$ cat config.mk
export PLATFORM = sky130hd
export DESIGN_NAME = interrupt_ctrl_flat
export DESIGN_NICKNAME = d
export VERILOG_FILES = /design/src/rtl/irq_pkg.sv /design/src/rtl/irq_if.sv /design/src/rtl/irq_edge_det.sv /design/src/rtl/interrupt_ctrl.sv /design/src/flat_wrapper.sv
export SDC_FILE = /design/constraint.sdc
export NUM_CORES = 1
export LEC_CHECK = 0
export ABC_AREA = 1
export CAP_MARGIN = 30
export CORE_ASPECT_RATIO = 1.1
export CORE_MARGIN = 5
export CORE_UTILIZATION = 40
export CTS_BUF_LIST = sky130_fd_sc_hd__clkbuf_16
export DETAILED_ROUTE_END_ITERATION = 10
export PLACE_DENSITY = 0.82
export SLEW_MARGIN = 20
export SYNTH_ARGS = -nofsm -noshare
export SYNTH_HDL_FRONTEND = slang
export SYNTH_SLANG_ARGS = --single-unit
$ cat constraint.sdc
create_clock -name CLK -period 3.6 [get_ports CLK]
set_input_delay 0.54 -clock CLK [delete_from_list [all_inputs] [get_ports CLK]]
set_output_delay 0.54 -clock CLK [all_outputs]
set_load 0.01 [all_outputs]
$ cat src/rtl/irq_pkg.sv
// irq_pkg: shared addresses, source bit indices and default source count for the interrupt controller
package irq_pkg;
  localparam logic [15:0] ADDR_IF = 16'hFF0F;
  localparam logic [15:0] ADDR_IE = 16'hFFFF;
  localparam int NSRC_DEFAULT = 5;
  localparam int SRC_VBLANK = 0;
  localparam int SRC_STAT = 1;
  localparam int SRC_TIMER = 2;
  localparam int SRC_SERIAL = 3;
  localparam int SRC_JOYPAD = 4;
endpackage

$ cat src/rtl/irq_if.sv
// irq_if: CPU memory bus as seen by the interrupt controller
interface irq_if;
  logic [15:0] A;
  logic [7:0] D_IN;
  logic [7:0] D_OUT;
  logic D_OE;
  logic RD;
  logic WR;
  logic MREQ;
  modport master (output A, D_IN, RD, WR, MREQ, input D_OUT, D_OE);
  modport slave (input A, D_IN, RD, WR, MREQ, output D_OUT, D_OE);
endinterface

$ cat src/rtl/irq_edge_det.sv
// irq_edge_det: per-bit rising-edge detector against a registered previous sample
module irq_edge_det #(
  parameter int W = 1,
  parameter logic RST_VAL = 1'b0
) (
  input  logic         clk,
  input  logic         rst,
  input  logic [W-1:0] d,
  output logic [W-1:0] rise
);
  logic [W-1:0] prev;
  always_ff @(posedge clk or posedge rst)
    if (rst) prev <= {W{RST_VAL}};
    else prev <= d;
  assign rise = d & ~prev;
endmodule

$ cat src/rtl/interrupt_ctrl.sv
// interrupt_ctrl: IF/IE registers with edge-captured sources, acknowledge clearing and CPU bus access
module interrupt_ctrl
  import irq_pkg::*;
#(
  parameter int NSRC = NSRC_DEFAULT
) (
  input  logic            CLK,
  input  logic            RESET,
  irq_if.slave            bus,
  input  logic [NSRC-1:0] IRQ_SRC,
  output logic [7:0]      CPU_IRQ_TRIG,
  input  logic [7:0]      CPU_IRQ_ACK,
  output logic            WAKE
);
  localparam logic [7:0] MASK = 8'((9'd1 << NSRC) - 9'd1);
  logic [NSRC-1:0] src_rise;
  logic wr_rise, commit;
  logic [7:0] if_q, ie_q, if_nxt;
  irq_edge_det #(.W(NSRC)) u_src (.clk(CLK), .rst(RESET), .d(IRQ_SRC), .rise(src_rise));
  // Write strobe counts as already seen after reset so an aborted access needs a fresh WR edge
  irq_edge_det #(.W(1), .RST_VAL(1'b1)) u_wr (.clk(CLK), .rst(RESET), .d(bus.MREQ & bus.WR), .rise(wr_rise));
  always_comb begin
    commit = wr_rise & ~bus.RD;
    if_nxt = (((commit && bus.A == ADDR_IF) ? bus.D_IN : if_q) & ~CPU_IRQ_ACK & MASK) | 8'(src_rise);
    CPU_IRQ_TRIG = if_q & ie_q;
    WAKE = |CPU_IRQ_TRIG;
    bus.D_OE = bus.MREQ & bus.RD & (bus.A == ADDR_IF | bus.A == ADDR_IE);
    bus.D_OUT = bus.A == ADDR_IF ? (~MASK | if_q) : bus.A == ADDR_IE ? ie_q : 8'h00;
  end
  always_ff @(posedge CLK or posedge RESET)
    if (RESET) begin
      if_q <= 8'h00;
      ie_q <= 8'h00;
    end else begin
      if_q <= if_nxt;
      if (commit && bus.A == ADDR_IE) ie_q <= bus.D_IN;
    end
endmodule

$ cat src/flat_wrapper.sv
// flat-port wrapper written by rule: the top's interface ports become plain ports
module interrupt_ctrl_flat import irq_pkg::*;
#(
  parameter int NSRC = NSRC_DEFAULT
)
  (CLK, RESET, IRQ_SRC, CPU_IRQ_TRIG, CPU_IRQ_ACK, WAKE, bus_A, bus_D_IN, bus_RD, bus_WR, bus_MREQ, bus_D_OUT, bus_D_OE);
  irq_if bus_i ();
  input  logic CLK;
  input  logic RESET;
  input  logic [NSRC-1:0] IRQ_SRC;
  output logic [7:0] CPU_IRQ_TRIG;
  input  logic [7:0] CPU_IRQ_ACK;
  output logic WAKE;
  input wire logic [$bits(bus_i.A)-1:0] bus_A;
  input wire logic [$bits(bus_i.D_IN)-1:0] bus_D_IN;
  input wire logic [$bits(bus_i.RD)-1:0] bus_RD;
  input wire logic [$bits(bus_i.WR)-1:0] bus_WR;
  input wire logic [$bits(bus_i.MREQ)-1:0] bus_MREQ;
  output wire logic [$bits(bus_i.D_OUT)-1:0] bus_D_OUT;
  output wire logic [$bits(bus_i.D_OE)-1:0] bus_D_OE;
  assign bus_i.A = bus_A;
  assign bus_i.D_IN = bus_D_IN;
  assign bus_i.RD = bus_RD;
  assign bus_i.WR = bus_WR;
  assign bus_i.MREQ = bus_MREQ;
  assign bus_D_OUT = bus_i.D_OUT;
  assign bus_D_OE = bus_i.D_OE;
  interrupt_ctrl #(.NSRC(NSRC)) u_core (.CLK(CLK), .RESET(RESET), .bus(bus_i), .IRQ_SRC(IRQ_SRC), .CPU_IRQ_TRIG(CPU_IRQ_TRIG), .CPU_IRQ_ACK(CPU_IRQ_ACK), .WAKE(WAKE));
endmodule
==> impl_metrics.ini, run 1 <==
[outcome]
outcome = finished clean

[setup_path]
crit_path_end_kind = output pin
startpoint_type = primary input
cp_data_required_time_ps = 3060
crit_fanout = 9
cp.arrival_ps = 2530
worstSetupPathType = primary input to output pin

[placed_design]
dp_hpwl_um = 2220
finalWeightedCongestion = 0.811
postPlaceCellArea_mm2 = 0.00166
portBuffers = 53

[detailed_routing]
drc = 0
wl_per_cell_um = 12.2
final_antenna_net_count = 0
vias_per_cell = 4.73
routed_wl_um = 2860
drtPass1Iterations = 4
drt_iter0_drc = 66
vias = 1106

[sta]
clock.fmax_mhz = 326
worstMarginPinSlew_ps = 696
post-route-min-period_ps = 3070
hold_viol_final = 0
fin_crit_sh_pct = 85.3
fin_setup_tns_ps = 0
max_slew_margin_pct = 53.6
rsz0062_at_grt = no
setup_viol = 0
finalMaxSlewViolations = 0
hold_ws_ps = 474
finClkSkew_ps = 1.45

[hold_path]
hold_path.class = flop to flop

[synthesis]
ys_warn_count = 0
synth_top_cell_by_area = dfrtp_1
synthesis.instances = 147
synth_area_mm2 = 0.00112
synth.top_cell.area_share_pct = 40.0
ys_ff_latch = 19
ys_types = 23
synth.area.top_cells = dfrtp_1 40%, nand2_1 15%, inv_1 10%
syn_avg_cell_area_um2 = 7.65
seq_area_frac_synth_pct = 42.4

[cts]
h-tree-depth = 1
cts_setup_buffers = 0
cts_buffers = 3
clkTransAtPathRegs_ps = 50
clock-root-buffer = clkbuf_16
clock_sinks = 19
cts_tree = yes
ctsLongestPathBuffers = 2
holdBufCountCts = 0
ctsResizeCount = 0
clk_latency_ps = 250

[final_layout]
fin_util_pct = 63.9
drive_gt1_share_pct = 11.4
final_net_count = 244
n_antenna_cell = 0
design_area_mm2 = 0.00174
synthToLayoutAreaGrowth_pct = 54.8
fillers = 235

[global_routing]
grt.overflow.total = 0
grt_util_all_layers_pct = 15.6
grt_max_degree = 20
grt_pass1_vias = 1139
antenna_found_initial = 0
grt_pass1_wl_um = 4660

[floorplanning]
rows = 20
io_pins = 60
core_area_mm2 = 0.00273
die-width_um = 60.6
die-height_um = 65.6
initial_core_util_pct = 41.2
die-area_mm2 = 0.00397

[job]
maxCapViolations = 0

[power_and_ir_drop]
power_density_mw_per_mm2 = 299
power.leakage_uw = 0.000924
ir_worst_vdd_mv = 0.274
## state kept, by name, indices dropped and copies added (netlist names)
register / flops
u_core.ie_q: 8
u_core.if_q: 5
u_core.u_src.prev: 5
u_core.u_wr.prev: 1
## through the flow
step	power [uW]	cells	setup slack [ps]
6_report	521	234	528
3_3_place_gp	302	230	606
3_5_place_dp	304	230	552
4_1_cts	523	234	548
2_1_floorplan	257	149	1710
5_1_grt	546	234	448
## cells in the mapped netlist (all sizes together)
cell type and n:
nor3 2, dfrtp 18, conb 1, nor2 5, o21ai 10, nand2 51
dfstp 1, clkinv 1, a21oi 1, nand4 7, inv 32, nand3 13
buf 5
## cells in the final DEF (no fill, tap or decap)
master	Yosys	layout
nand2_1	45	45
o21ai_0	5	5
nand2_2	5	5
nor3_4	1	1
dfrtp_1	18	18
nor2_8	1	1
conb_1	1	3
a21oi_1	1	1
inv_2	2	2
nand3_1	12	12
nand4_1	6	6
inv_1	30	31
nor2_1	3	3
nor2_4	1	1
nor3_1	1	1
clkbuf_16	0	3
clkdlybuf4s50_1	0	53
o21ai_2	5	5
nand2_4	1	1
dfstp_2	1	1
clkinv_2	1	1
nand3_2	1	1
nand4_4	1	1
## worst paths after layout
path | start | to | slack, ps | cells after the start
setup / recovery | bus_A[6] | bus_D_OUT[3] | 530 | 7
hold / removal | u_core.u_src.prev[3]$_DFF_PP0_ | u_core.if_q[3]$_DFF_PP0_ | 470 | 3
setup reg to reg | u_core.u_wr.prev$_DFF_PP1_ | u_core.if_q[4]$_DFF_PP0_ | 2250 | 5
hold reg to reg | u_core.u_src.prev[3]$_DFF_PP0_ | u_core.if_q[3]$_DFF_PP0_ | 470 | 3
max in group asynchronous | RESET | u_core.if_q[1]$_DFF_PP0_ | 2450 | 2
min in group asynchronous | RESET | u_core.if_q[4]$_DFF_PP0_ | 700 | 2
## metal layers
layer	global-route usage, %	wire length (um)
met1	16.3	1080
met2	28.3	1540
met4	7.59	80
met5	0	0
met3	3.34	154
## cell type report
class / count / area [um2] / area share (%)
Multi-Input combinational cell: 92 / 489 / 28.1
Clock inverter: 1 / 3.75 / 0.216
Sequential cell: 19 / 477 / 27.4
Clock buffer: 3 / 75.1 / 4.31
Inverter: 33 / 125 / 7.18
Tap cell: 33 / 41.3 / 2.37
Timing Repair Buffer: 53 / 531 / 30.5
## cells by family after synthesis
family                 count (synthesis)  share of synthesized area (%)
AO/OA/AOI/OAI                         11                           6.56
buffers and inverters                 38                           14.8
AND/OR/NAND/NOR                       78                           35.9
flip-flops                            19                           42.4
other                                  1                          0.333
## where the power goes
group	internal, uW	switching [uW]	leakage (uW)
Combinational	44.4	29.7	0.000640
Sequential	223	3.61	0.000241
Clock	147	73.0	0.0000423
## critical path: stages
cell	delay, ps
clkdlybuf4s50_1	430
nor2_1	110
nand2_1	110
nor2_4	230
nand2_1	240
o21ai_0	280
clkdlybuf4s50_1	580
(Power assumes the default switching activity.)
==> run 2: changes to the inputs <==
- CAP_MARGIN: 30 -> 20
==> results of run 2 <==
The final DEF is identical to that of run 1; final timing and power are the same.
